## config.mk

```make
export PLATFORM = sky130hd
export DESIGN_NAME = bcd_counter_flat
export DESIGN_NICKNAME = d
export VERILOG_FILES = /design/src/rtl/bcd_pkg.sv /design/src/rtl/bcd_counter_if.sv /design/src/rtl/bcd_digit.sv /design/src/rtl/bcd_counter.sv /design/src/flat_wrapper.sv
export SDC_FILE = /design/constraint.sdc
export NUM_CORES = 1
export LEC_CHECK = 0
export CORE_UTILIZATION = 49
export CTS_CLUSTER_SIZE = 24
export DETAILED_ROUTE_END_ITERATION = 8
export PLACE_DENSITY = 0.75
export SYNTH_ARGS = -nofsm -noshare
export SYNTH_HDL_FRONTEND = slang
export SYNTH_HIERARCHICAL = 1
export SYNTH_SLANG_ARGS = --single-unit
export TNS_END_PERCENT = 30
```

## constraint.sdc

```tcl
create_clock -name clk -period 3.5 [get_ports clk]
set_clock_uncertainty 0.15 [all_clocks]
set_input_delay 0.875 -clock clk [delete_from_list [all_inputs] [get_ports clk]]
set_output_delay 0.875 -clock clk [all_outputs]
set_load 0.005 [all_outputs]
```

## src/rtl/bcd_pkg.sv

```systemverilog
// Shared BCD digit type, range constants and digit validity helper.
package bcd_pkg;

    typedef logic [3:0] bcd_digit_t;

    localparam bcd_digit_t BCD_MAX  = 4'd9;
    localparam bcd_digit_t BCD_ZERO = 4'd0;

    function automatic logic bcd_valid(input bcd_digit_t digit);
        return (digit <= BCD_MAX);
    endfunction

endpackage

```

## src/rtl/bcd_counter_if.sv

```systemverilog
// Control/status bundle of the BCD counter; master drives controls, slave is the counter.
interface bcd_counter_if #(
    parameter int DIGITS = 4
);
    logic                  en;
    logic                  up;
    logic                  clear;
    logic                  load;
    logic [4*DIGITS-1:0]   load_val;
    logic [4*DIGITS-1:0]   bcd;
    logic                  tick;
    logic                  wrap;
    logic                  load_err;

    modport master (
        output en, up, clear, load, load_val,
        input  bcd, tick, wrap, load_err
    );

    modport slave (
        input  en, up, clear, load, load_val,
        output bcd, tick, wrap, load_err
    );
endinterface

```

## src/rtl/bcd_digit.sv

```systemverilog
// One BCD digit register of the ripple chain: load/clear, inc/dec on carry-in, carry/borrow out.
module bcd_digit
    import bcd_pkg::*;
(
    input  logic       clk,
    input  logic       rst,
    input  logic       clear_i,
    input  logic       load_i,
    input  bcd_digit_t load_val_i,
    input  logic       apply_i,
    input  logic       up_i,
    input  logic       cin_i,
    output bcd_digit_t digit_o,
    output logic       cout_o
);

    bcd_digit_t digit_q;
    bcd_digit_t digit_d;
    bcd_digit_t eff_s;

    // Next digit value and carry/borrow; an out-of-range digit behaves as zero.
    always_comb begin
        eff_s   = bcd_valid(digit_q) ? digit_q : BCD_ZERO;
        cout_o  = cin_i && (up_i ? (eff_s == BCD_MAX) : (eff_s == BCD_ZERO));
        digit_d = digit_q;
        if (clear_i) begin
            digit_d = BCD_ZERO;
        end else if (load_i) begin
            digit_d = bcd_valid(load_val_i) ? load_val_i : BCD_ZERO;
        end else if (apply_i && cin_i) begin
            if (up_i) begin
                digit_d = (eff_s == BCD_MAX) ? BCD_ZERO : eff_s + 4'd1;
            end else begin
                digit_d = (eff_s == BCD_ZERO) ? BCD_MAX : eff_s - 4'd1;
            end
        end else begin
            digit_d = digit_q;
        end
    end

    // Digit state register.
    always_ff @(posedge clk or negedge rst) begin
        if (!rst) begin
            digit_q <= BCD_ZERO;
        end else begin
            digit_q <= digit_d;
        end
    end

    assign digit_o = digit_q;

endmodule

```

## src/rtl/bcd_counter.sv

```systemverilog
// Multi-digit BCD up/down counter with tick prescaler.
// Optional macro BCD_COUNTER_SATURATE_EN: saturate at all-9/all-0 instead of wrapping.
module bcd_counter
    import bcd_pkg::*;
#(
    parameter int DIGITS   = 4,
    parameter int PRESCALE = 50000000
) (
    input  logic          clk,
    input  logic          rst,
    bcd_counter_if.slave  bus
);

    localparam int             PW       = (PRESCALE > 1) ? $clog2(PRESCALE) : 1;
    localparam logic [PW-1:0]  PRE_LAST = PW'(PRESCALE - 1);

    logic [PW-1:0]       pre_q;
    logic [PW-1:0]       pre_d;
    logic                tick_q;
    logic                tick_d;
    logic                wrap_q;
    logic                wrap_d;
    logic                load_err_q;
    logic                load_err_d;
    logic                step_s;
    logic                apply_s;
    logic                boundary_s;
    logic [DIGITS:0]     carry_s;
    logic [DIGITS-1:0]   bad_s;
    logic [4*DIGITS-1:0] bcd_s;
    bcd_digit_t          digits_s [DIGITS];

    // Chain probe starts at 1 so the top carry flags a full-range crossing independent of apply.
    assign carry_s[0]  = 1'b1;
    assign boundary_s  = carry_s[DIGITS];
    assign step_s      = bus.en && (pre_q == PRE_LAST) && !bus.clear && !bus.load;

`ifdef BCD_COUNTER_SATURATE_EN
    assign apply_s = step_s && !boundary_s;
`else
    assign apply_s = step_s;
`endif

    for (genvar g = 0; g < DIGITS; g++) begin : g_digit
        bcd_digit u_digit (
            .clk        (clk),
            .rst        (rst),
            .clear_i    (bus.clear),
            .load_i     (bus.load),
            .load_val_i (bus.load_val[4*g +: 4]),
            .apply_i    (apply_s),
            .up_i       (bus.up),
            .cin_i      (carry_s[g]),
            .digit_o    (digits_s[g]),
            .cout_o     (carry_s[g+1])
        );
        assign bcd_s[4*g +: 4] = digits_s[g];
        assign bad_s[g]        = !bcd_valid(bus.load_val[4*g +: 4]);
    end

    // Prescaler phase and status-pulse next state; clear beats load beats count.
    always_comb begin
        pre_d      = pre_q;
        tick_d     = 1'b0;
        wrap_d     = 1'b0;
        load_err_d = 1'b0;
        if (bus.clear) begin
            pre_d = '0;
        end else if (bus.load) begin
            pre_d      = '0;
            load_err_d = |bad_s;
        end else if (bus.en) begin
            pre_d  = (pre_q == PRE_LAST) ? '0 : pre_q + PW'(1);
            tick_d = step_s;
            wrap_d = step_s && boundary_s;
        end else begin
            pre_d = pre_q;
        end
    end

    // Prescaler and pulse registers.
    always_ff @(posedge clk or negedge rst) begin
        if (!rst) begin
            pre_q      <= '0;
            tick_q     <= 1'b0;
            wrap_q     <= 1'b0;
            load_err_q <= 1'b0;
        end else begin
            pre_q      <= pre_d;
            tick_q     <= tick_d;
            wrap_q     <= wrap_d;
            load_err_q <= load_err_d;
        end
    end

    assign bus.bcd      = bcd_s;
    assign bus.tick     = tick_q;
    assign bus.wrap     = wrap_q;
    assign bus.load_err = load_err_q;

endmodule

```

## src/flat_wrapper.sv

```systemverilog
// flat-port wrapper written by rule: the top's interface ports become plain ports
module bcd_counter_flat import bcd_pkg::*;
#(
    parameter int DIGITS   = 4,
    parameter int PRESCALE = 50000000
)
  (clk, rst, bus_en, bus_up, bus_clear, bus_load, bus_load_val, bus_bcd, bus_tick, bus_wrap, bus_load_err);
  bcd_counter_if #(.DIGITS(DIGITS)) bus_i ();
  input  logic clk;
  input  logic rst;
  input wire logic [$bits(bus_i.en)-1:0] bus_en;
  input wire logic [$bits(bus_i.up)-1:0] bus_up;
  input wire logic [$bits(bus_i.clear)-1:0] bus_clear;
  input wire logic [$bits(bus_i.load)-1:0] bus_load;
  input wire logic [$bits(bus_i.load_val)-1:0] bus_load_val;
  output wire logic [$bits(bus_i.bcd)-1:0] bus_bcd;
  output wire logic [$bits(bus_i.tick)-1:0] bus_tick;
  output wire logic [$bits(bus_i.wrap)-1:0] bus_wrap;
  output wire logic [$bits(bus_i.load_err)-1:0] bus_load_err;
  assign bus_i.en = bus_en;
  assign bus_i.up = bus_up;
  assign bus_i.clear = bus_clear;
  assign bus_i.load = bus_load;
  assign bus_i.load_val = bus_load_val;
  assign bus_bcd = bus_i.bcd;
  assign bus_tick = bus_i.tick;
  assign bus_wrap = bus_i.wrap;
  assign bus_load_err = bus_i.load_err;
  bcd_counter #(.DIGITS(DIGITS), .PRESCALE(PRESCALE)) u_core (.clk(clk), .rst(rst), .bus(bus_i));
endmodule
```

# --- After elaboration in Yosys (flattened, before gate mapping) ---
# Index checks and enable logic that the tools add are counted.
word_totals:
  regBits: 45
  input_bits: 22
  word_cells: 104
classes:
  n_addsub: 9
  magnitude_cmp: 8
  eq_ne: 5
  n_mux: 48
  reduce_logical: 26
op_table:
  columns: ["operator", "count"]
  rows:
  - ["$mux W4", 32]
  - ["$mux W26", 4]
  - ["$le A4 B4 Y1 const B", 8]
  - ["$add A26 B1 Y26 const B", 1]
  - ["$eq A26 B26 Y1 const B", 1]
  - ["$add A4 B1 Y4 const B", 4]
  - ["$eq A4 B4 Y1 const B", 4]
  - ["$logic_not A4 Y1", 4]
  - ["$sub A4 B1 Y4 const B", 4]
  - ["$reduce_bool A3 Y1", 5]
  - ["$mux W1", 12]
  - ["$logic_and A1 B1 Y1", 10]
  - ["$logic_not A1 Y1", 6]
  - ["$reduce_or A4 Y1", 1]

# --- Longest topological paths before layout ---
# Gate-level depths: netlist of the first run.
logic_depth:
  word_depth: 11
  depth_mapped: 14
  ltp_nobuf: 13

# --- Cells and area by module ---
# Netlist of the first run, hierarchy kept.
by_module_without_submodules:
  columns: ["module", "instances", "cells_per_inst", "area_each_um2", "seq_area_each_um2"]
  rows:
  - ["bcd_digit", 4, 65, 521.8, 100.1]
  - ["bcd_counter", 1, 189, 1660.3, 725.7]

# --- Worst setup path after synthesis of the first run ---
# No wires, ideal clock.
synth_timing:
  kind: "input-to-reg"
  startpoint: "input bus_up"
  endpoint: "register u_core.g_digit[3].u_digit.digit_q[2]"
  setup_time_ps: 110
  arrival_time_ps: 2508
  slack_ps: 732
  stages: 9
  path_cell_list: "buf_6 > or3b_1 > a21oi_1 > o21a_1 > o21a_1 > o21a_1 > and3_1 > a21oi_1 > o41ai_1"
synth_via:
  elab_chain_cells: 5
synth_rtl:
  columns: ["item", "line", "text"]
  rows:
  - ["start, declared", "flat_wrapper.sv:12", "input wire logic [$bits(bus_i.up)-1:0] bus_up;"]
  - ["$mux W1", "bcd_digit.sv:24", "cout_o = cin_i && (up_i ? (eff_s == BCD_MAX) : (eff_s == BCD_ZERO));"]
  - ["named net u_core.carry_s[1]", "bcd_counter.sv:28", "logic [DIGITS:0] carry_s;"]
  - ["$logic_and A1 B1 Y1", "bcd_digit.sv:24", null]
  - ["named net u_core.carry_s[2]", "bcd_counter.sv:28", null]
  - ["$logic_and A1 B1 Y1", "bcd_digit.sv:24", null]
  - ["named net u_core.carry_s[3]", "bcd_counter.sv:28", null]
  - ["$logic_and A1 B1 Y1", "bcd_digit.sv:30", "end else if (apply_i && cin_i) begin"]
  - ["$reduce_bool A3 Y1 (no source line)", null, null]
  - ["end signal, assigned", "bcd_digit.sv:46", "digit_q <= digit_d;"]
  - ["end, declared", "bcd_digit.sv:17", "bcd_digit_t digit_q;"]
# The timed path passes the listed nets, and every way through them passes these cells. The select of a mux whose other input is x is not followed.
# A chain may end at the register's enable or synchronous reset.

# --- Worst setup path after layout of the first run ---
layout_timing:
  startpoint: "register u_core.g_digit[0].u_digit.digit_q[1]"
  endpoint: "register u_core.g_digit[3].u_digit.digit_q[2]"
layout_via:
  elab_chain_cells: 8
layout_rtl:
  columns: ["item", "line", "text"]
  rows:
  - ["start, declared", "bcd_digit.sv:17", null]
  - ["start signal, assigned", "bcd_digit.sv:46", null]
  - ["$le A4 B4 Y1", "bcd_pkg.sv:10", "return (digit <= BCD_MAX);"]
  - ["$mux W4 (*)", "bcd_digit.sv:23", "eff_s = bcd_valid(digit_q) ? digit_q : BCD_ZERO;"]
  - ["$eq A4 B4 Y1 or $logic_not A4 Y1 (tied branches)", "bcd_digit.sv:24", null]
  - ["$mux W1 (*)", "bcd_digit.sv:24", null]
  - ["named net u_core.carry_s[1]", "bcd_counter.sv:28", null]
  - ["$logic_and A1 B1 Y1 (*)", "bcd_digit.sv:24", null]
  - ["named net u_core.carry_s[2]", "bcd_counter.sv:28", null]
  - ["$logic_and A1 B1 Y1 (*)", "bcd_digit.sv:24", null]
  - ["named net u_core.carry_s[3]", "bcd_counter.sv:28", null]
  - ["$logic_and A1 B1 Y1 (*)", "bcd_digit.sv:30", null]
  - ["$reduce_bool A3 Y1 (no source line) (*)", null, null]
# The timed path passes the listed nets; every way through them passes the cells marked *.

==> metrics.md, run 1 <==
| Metric | Value |
|---|---|
| Outcome | `finished, final reports clean` |
| Area share of the leading cell type in the synthesized netlist | `30.1%` |
| TritonCTS buffer count | `5` |
| Cell variety after synth | `55` |
| CTS-repair resized insts | `0` |
| R2r startpoint | `u_core/g_digit[0].u_digit/digit_o[1]` |
| Core area | `7330 sq um` |
| #FFs+latches synth | `45` |
| Grt total ovfl | `0` |
| Drt drc | `0` |
| Fmax | `315 MHz` |
| Yosys Warn Count | `6` |
| Post-Syn Area | `3750 sq um` |
| Largest net degree at the start of global routing | `46` |
| Vias in the first global route | `3236` |
| Post-synth top area cell | `dfrtp_1` |
| Synth area leaders | `dfrtp_1 (30%), nor2_1 (5.0%), ha_1 (4.3%), nand2_1 (3.9%), nand3_1 (3.7%)` |
| Top_reg_cell synth | `dfrtp_1` |
| RePlAce Congestion | `0.868` |
| Cts hold-fix bufs | `0` |
| Share of cells above drive strength 1 | `10.5%` |
| Reg2Reg Depth | `11` |
| Layout area overhead | `13.7%` |
| WP data arrival | `3.21 ns` |
| Lkg Pwr | `1.73 nW` |
| Fin crit share | `90.7%` |
| Crit path kind | `flip-flop to flip-flop` |
| Post-route setup TNS | `0 ns` |
| Total Routed Length | `9.14 mm` |
| Routed vias | `3550` |
| HP Start | `u_core/pre_q[22]` |
| First-pass GRT wire length | `14.9 mm` |
| Max-cap viol count | `0` |
| Min-delay worst type | `flip-flop to flip-flop` |
| Clk buf depth | `2` |
| Tot Pwr | `1.10 mW` |
| Num rows | `31` |
| Die H | `89.5 um` |
| Crit. End Element | `flip-flop` |
| Initial drt markers | `176` |
| Clock Latency Late Sink | `0.30 ns` |
| Worst VDD drop | `0.148 mV` |
| Die X | `89.5 um` |
| Post-synthesis sequential area ratio | `30.1%` |
| Detail Route Antenna Nets | `0` |
| TritonCTS clock tree | `yes` |
| Setup slack, reg-to-reg | `0.33 ns` |
| Reg clk slew, reported paths | `0.09 ns` |
| TritonRoute pass-1 iters | `7` |
| Root Driver | `clkbuf_8` |
| WP data required | `3.53 ns` |
| Number of synthesized flops with an enable pin | `0` |
| Antenna cells | `0` |
| Full die area | `8000 sq um` |
| Hold path cells | `2` |
| Reg-to-Reg End | `u_core/g_digit[3].u_digit/digit_o[2]` |
| Initial antenna violation count | `0` |
| FFs w/ async S/R, synth | `100%` |
| I/O pins | `41` |
| CTS Sinks | `45` |
| Post CTS Setup Buffer Count | `0` |
| Worst slew pin tran | `1.04 ns` |
| Slew HR | `30.5%` |
| Port buffer count | `40` |
| Post-Syn Area per Cell | `8.35 sq um` |
| Critical Path Source Type | `flip-flop` |
| Initial Util | `51.1%` |
| H-tree depth | `2` |
| Hold Violations, Final | `0` |
| RSZ-0062 raised after global routing | `false` |
| Vias per Instance | `6.05` |
| Min Tclk post-route | `3.17 ns` |
| P per Cell Area | `258 nW/um^2` |
| DPL Wire Length | `6.61 mm` |
| Count of pins over their slew limit | `0` |
| Worst Hold Path EP | `u_core/pre_q[22]` |
| Worst setup path start | `u_core/g_digit[0].u_digit/digit_o[1]` |
| Post-Syn Instances | `449` |
| Nets | `522` |
| WL per Instance | `15.6 um` |
| Crit Path Max Fanout | `11` |
| Hold_ws | `0.421 ns` |
| Total track usage | `23.8%` |
| Setup-failing EPs final | `0` |
[placed cells by master, fill, tap and decap left out, types with 5 or more instances in the layout]
cell type,instances
nor2_1,50
clkbuf_8,5
xor2_1,14
nand2b_1,5
nand4_1,18
nor4_1,8
a21oi_1,24
ha_1,13
o31ai_1,9
clkdlybuf4s50_1,39
nor3_1,5
inv_1,23
nand3_1,28
dfrtp_1,45
o22ai_1,7
nand2_1,39
nor4b_1,5
and3_1,9
a31o_2,5
xnor2_1,7
and2_1,5
o21ai_0,18
buf_4,10
[report_power, final]
group	switching, mW	internal [mW]	total (mW)
clock	0.180	0.139	0.319
combinational	0.121	0.108	0.229
sequential	0.0214	0.529	0.550
[state kept, by name (all words and copies together), names as in the netlist]
signal	flops
u_core/pre_q	26
u_core/g_digit.u_digit/digit_o	16
u_core/bus.load_err	1
u_core/bus.tick	1
u_core/bus.wrap	1
[cell usage after synthesis (7+ instances only)]
library cell	instances
o21ai_0	18
nor4_1	8
o22ai_1	7
nand2_1	39
xnor2_1	7
inv_1	23
nor2_1	50
and3_1	9
nand4_1	18
nand3_1	28
xor2_1	14
ha_1	13
buf_6	12
o31ai_1	9
a21oi_1	24
dfrtp_1	45
[critical path, stage by stage (launching register included)]
cell and delay (ns):
dfrtp_1 0.52, o21ai_0 0.22, nand2_1 0.13, ha_1 0.22
or3b_1 0.39, a21oi_1 0.19, o21a_1 0.20, o21a_1 0.22
o21a_1 0.23, and3_1 0.20, a21oi_1 0.05, o41ai_1 0.34
[how the worst max path moves through the flow]
stage,to,slack (ns),cells after the start
after CTS,u_core/g_digit[3].u_digit/digit_o[2],0.40,11
after detailed placement,u_core/g_digit[3].u_digit/digit_o[2],0.14,9
after global routing,u_core/g_digit[3].u_digit/digit_o[2],0.02,11
after global placement,u_core/g_digit[3].u_digit/digit_o[2],0.18,9
after floorplan,u_core/g_digit[3].u_digit/digit_o[2],0.73,9
final,u_core/g_digit[3].u_digit/digit_o[2],0.33,11
[cell families after synthesis]
logic type / count (synthesis) / share of synthesized area (%)
flops: 45 / 30.1
buf+inv: 46 / 7.55
compound gates: 105 / 19.8
simple gates: 215 / 32.5
xor+xnor: 21 / 4.91
mux: 3 / 0.835
fa+ha+maj: 13 / 4.34
other cells: 1 / 0.100
[metal layers]
layer  vias to the layer above  track usage [%]  routed length, um
li1                       1727                -                  -
met1                      1684             31.6               4100
met2                       128             40.2               4410
met3                        11             3.88                536
met4                         0             6.20                 86
met5                         -                0                  0
[stage by stage]
| stage | std cells | cell area [sq um] | util (%) | worst slack [ns] |
|---|---|---|---|---|
| floorplan | 452 | 3760 | - | 0.732 |
| global placement | 579 | 4180 | 57.0 | 0.176 |
| detailed placement | 579 | 4180 | 57.0 | 0.141 |
| CTS | 587 | 4260 | 58.1 | 0.405 |
| global route | 587 | 4260 | 58.1 | 0.0248 |
| finish | 587 | 4260 | 58.1 | 0.326 |
[area by class of cell]
type	instances	area (sq um)
fill	640	3070
multi-input combinational	361	2350
sequential	45	1130
timing repair buffer	51	490
tap	99	124
inverter	23	86.3
clock buffer	6	72.6
clock inverter	2	10.0
(Power assumes the default switching activity.)
==> run 2, diff against run 1 <==
Settings changed: CORE_UTILIZATION 49 to 55, CTS_CLUSTER_SIZE 24 to 8, PLACE_DENSITY 0.75 to 0.82.
==> run 2 against run 1 <==
Against the previous run:
- the flow now finishes with violations (design-rule violations)
- combinational power barely moved
- register-to-register slack got worse by 0.08 ns
- first-iteration DRC count rose by 60%
- sequential cell count did not move
- via count fell by 0.56%
- largest cell class unchanged
- highest routed layer unchanged
==> metrics.md, run 2 (synthesis gave the netlist of run 1 again) <==
| Metric | Value |
|---|---|
| Fillcell total | `529 (-17%)` |
| Vias in the first global route | `3259 (+0.71%)` |
| Detail Route Antenna Nets | `0 (unchanged)` |
| P per Cell Area | `275 nW/um^2 (+6.5%)` |
| Largest net degree at the start of global routing | `46 (unchanged)` |
| Min-delay worst type | `flip-flop to flip-flop` |
| Core area | `6460 sq um (-12%)` |
| Slew HR | `31.8% (+1.3 points)` |
| WP data arrival | `3.28 ns (+0.07 ns)` |
| Met3 Usage GRT | `4.03% (+0.15 points)` |
| Reg clk slew, reported paths | `0.09 ns (about the same)` |
| Crit path kind | `flip-flop to flip-flop` |
| RSZ-0062 raised after global routing | `false` |
| Delay-heaviest family, CP | `compound AO/OA/AOI/OAI gates` |
| Biggest register | `u_core/pre_q` |
| Worst VDD drop | `0.179 mV (+21%)` |
| I/O pins | `41 (unchanged)` |
| Setup slack, reg-to-reg | `0.24 ns (-0.08 ns)` |
| Antenna cells | `0 (unchanged)` |
| Outcome | `complete, but fails checks` |
| Worst setup path start | `u_core/g_digit[0].u_digit/digit_o[3]` |
| Routed vias | `3530 (-0.56%)` |
| Most frequent cells in the layout | `nor2_1 (50), dfrtp_1 (45), clkdlybuf4s50_1 (39), nand2_1 (39), nand3_1 (28)` |
| Failing checks | `design-rule violations` |
| Most common cell on crit path | `o21a_1` |
| Initial Util | `58.0% (+6.9 points)` |
| DPL Wire Length | `6.49 mm (-1.8%)` |
| Initial antenna violation count | `0 (unchanged)` |
| Layout area overhead | `12.9%` |
| Initial drt markers | `282 (+60%)` |
| Most common cell after layout, fill and taps aside | `nor2_1` |
| TritonCTS buffer count | `5 (unchanged)` |
| Grt total ovfl | `0 (unchanged)` |
| Met2 Use GR | `45.0% (+4.8 points)` |
| Slowest stage delay, CP | `0.54 ns (+0.02 ns)` |
| RePlAce Congestion | `0.897 (+3.3%)` |
| Num rows | `29 (-6.5%)` |
| Fin crit share | `93.1% (+2.4 points)` |
| Drt drc | `2 (+2)` |
| Max-cap viol count | `0 (unchanged)` |
| Share of cells above drive strength 1 | `9.92% (-0.53 points)` |
| Post CTS Setup Buffer Count | `0 (unchanged)` |
| Count of pins over their slew limit | `0 (unchanged)` |
| Clock Latency Late Sink | `0.29 ns (about the same)` |
| Crit path depth | `11 (unchanged)` |
| Root Driver | `clkbuf_8` |
| CTS Sinks | `45 (unchanged)` |
| WL per Instance | `16.1 um (+3.7%)` |
| Setup-failing EPs final | `0 (unchanged)` |
| H-tree depth | `2 (unchanged)` |
| Min Tclk post-route | `3.26 ns (+0.0840 ns)` |
| Crit-path slowest cell | `dfrtp_1` |
| GR Layer Usage met1 | `34.1% (+2.5 points)` |
| Die X | `84.5 um (-5.5%)` |
| R2r startpoint | `u_core/g_digit[0].u_digit/digit_o[3]` |
| Total Routed Length | `9.06 mm (-0.85%)` |
| Nets | `519 (-0.57%)` |
| Busiest grt layer | `met2` |
| Worst path cell trace | `o21ai_0, nand2_1, ha_1, or3b_1, a21oi_1, o21a_1, o21a_1, o21a_1, and3_1, a21oi_1, o41ai_1` |
| Reg2Reg Depth | `11 (unchanged)` |
| Port buffer count | `40 (unchanged)` |
| Clk buf depth | `2 (unchanged)` |
| Hold Violations, Final | `0 (unchanged)` |
| Reg-to-Reg End | `u_core/g_digit[3].u_digit/digit_o[2]` |
| Crit Path Max Fanout | `13 (+2)` |
| Max reg flops | `26 (unchanged)` |
| Post-route setup TNS | `0 ns (unchanged)` |
| First-pass GRT wire length | `15.3 mm (+2.2%)` |
| Cts hold-fix bufs | `0 (unchanged)` |
| CTS-repair resized insts | `0 (unchanged)` |
| Tot Pwr | `1.16 mW (+5.8%)` |
| Die H | `84.5 um (-5.5%)` |
| Full die area | `7150 sq um (-11%)` |
| Vias per Instance | `6.29 (+4.0%)` |
| Lkg Pwr | `1.73 nW (-0.33%)` |
| HP Start | `u_core/pre_q[25]` |
| Crit. End Element | `flip-flop` |
| Fmax | `307 MHz (-2.6%)` |
| Total track usage | `26.1% (+2.3 points)` |
| Worst slew pin tran | `1.02 ns (-0.0196 ns)` |
| Critical Path Source Type | `flip-flop` |
| Buf/Inv on CP | `0 (unchanged)` |
| TritonCTS clock tree | `yes` |
| TritonRoute pass-1 iters | `6 (-1)` |
| WP data required | `3.52 ns (about the same)` |
| Worst Setup EP | `u_core/g_digit[3].u_digit/digit_o[2]` |
[run 2: cell types whose count changed in the layout (fill, tap and decap cells not counted), sizes merged]
cell | before | now
bufinv | 0 | 1
buf | 12 | 9
clkinv | 2 | 1
clkbuf | 6 | 5
[run 2: how the worst min path moves through the flow]
stage,endpoint,slack [ns],cells past startpoint
final,u_core/pre_q[25],0.43,2
after global routing,u_core/pre_q[18],0.45,1
after CTS,u_core/pre_q[18],0.42,1
after detailed placement,u_core/pre_q[18],0.41,1
after global placement,u_core/pre_q[25],0.38,2
after floorplan,u_core/pre_q[18],0.36,1
[run 2: area by class of cell]
type,count,area (sq um),area share [%]
clock buffers,5,68.8,1.63
clock inverters,2,35.0,0.828
inverters,23,86.3,2.04
multi-input cells,361,2350,55.5
flip-flops and latches,45,1130,26.6
well taps,77,96.3,2.28
repair buffers,48,468,11.1
[run 2: worst register-to-register path: stages (launching register included)]
cell and delay (ns):
dfrtp_1 0.54, o21ai_0 0.26, nand2_1 0.15, ha_1 0.24, or3b_1 0.39, a21oi_1 0.20, o21a_1 0.22, o21a_1 0.21
o21a_1 0.21, and3_1 0.19, a21oi_1 0.05, o41ai_1 0.34
[run 2: through the flow]
stage	hold WS [ns]	area [sq um]	worst slack [ns]	utilization, %	instances
after floorplan	0.355	3760	0.732	-	452
after global placement	0.383	4130	0.188	63.9	554
after detailed placement	0.407	4130	0.145	63.9	554
after CTS	0.424	4230	0.270	65.5	561
after global routing	0.454	4230	0.0286	65.5	561
final	0.429	4230	0.242	65.5	561
[run 2: power breakdown]
| part | switching [mW] | internal (mW) |
|---|---|---|
| registers | 0.0232 | 0.529 |
| clock network | 0.176 | 0.208 |
| logic | 0.119 | 0.107 |
| total | 0.319 | 0.843 |
[run 2: layer usage]
metal / share of wire [%] / vias to the layer above
met3: 4.7 / 14
met5: 0 / -
met1: 43 / 1692
met2: 51 / 109
met4: 1.3 / 0
li1: - / 1715
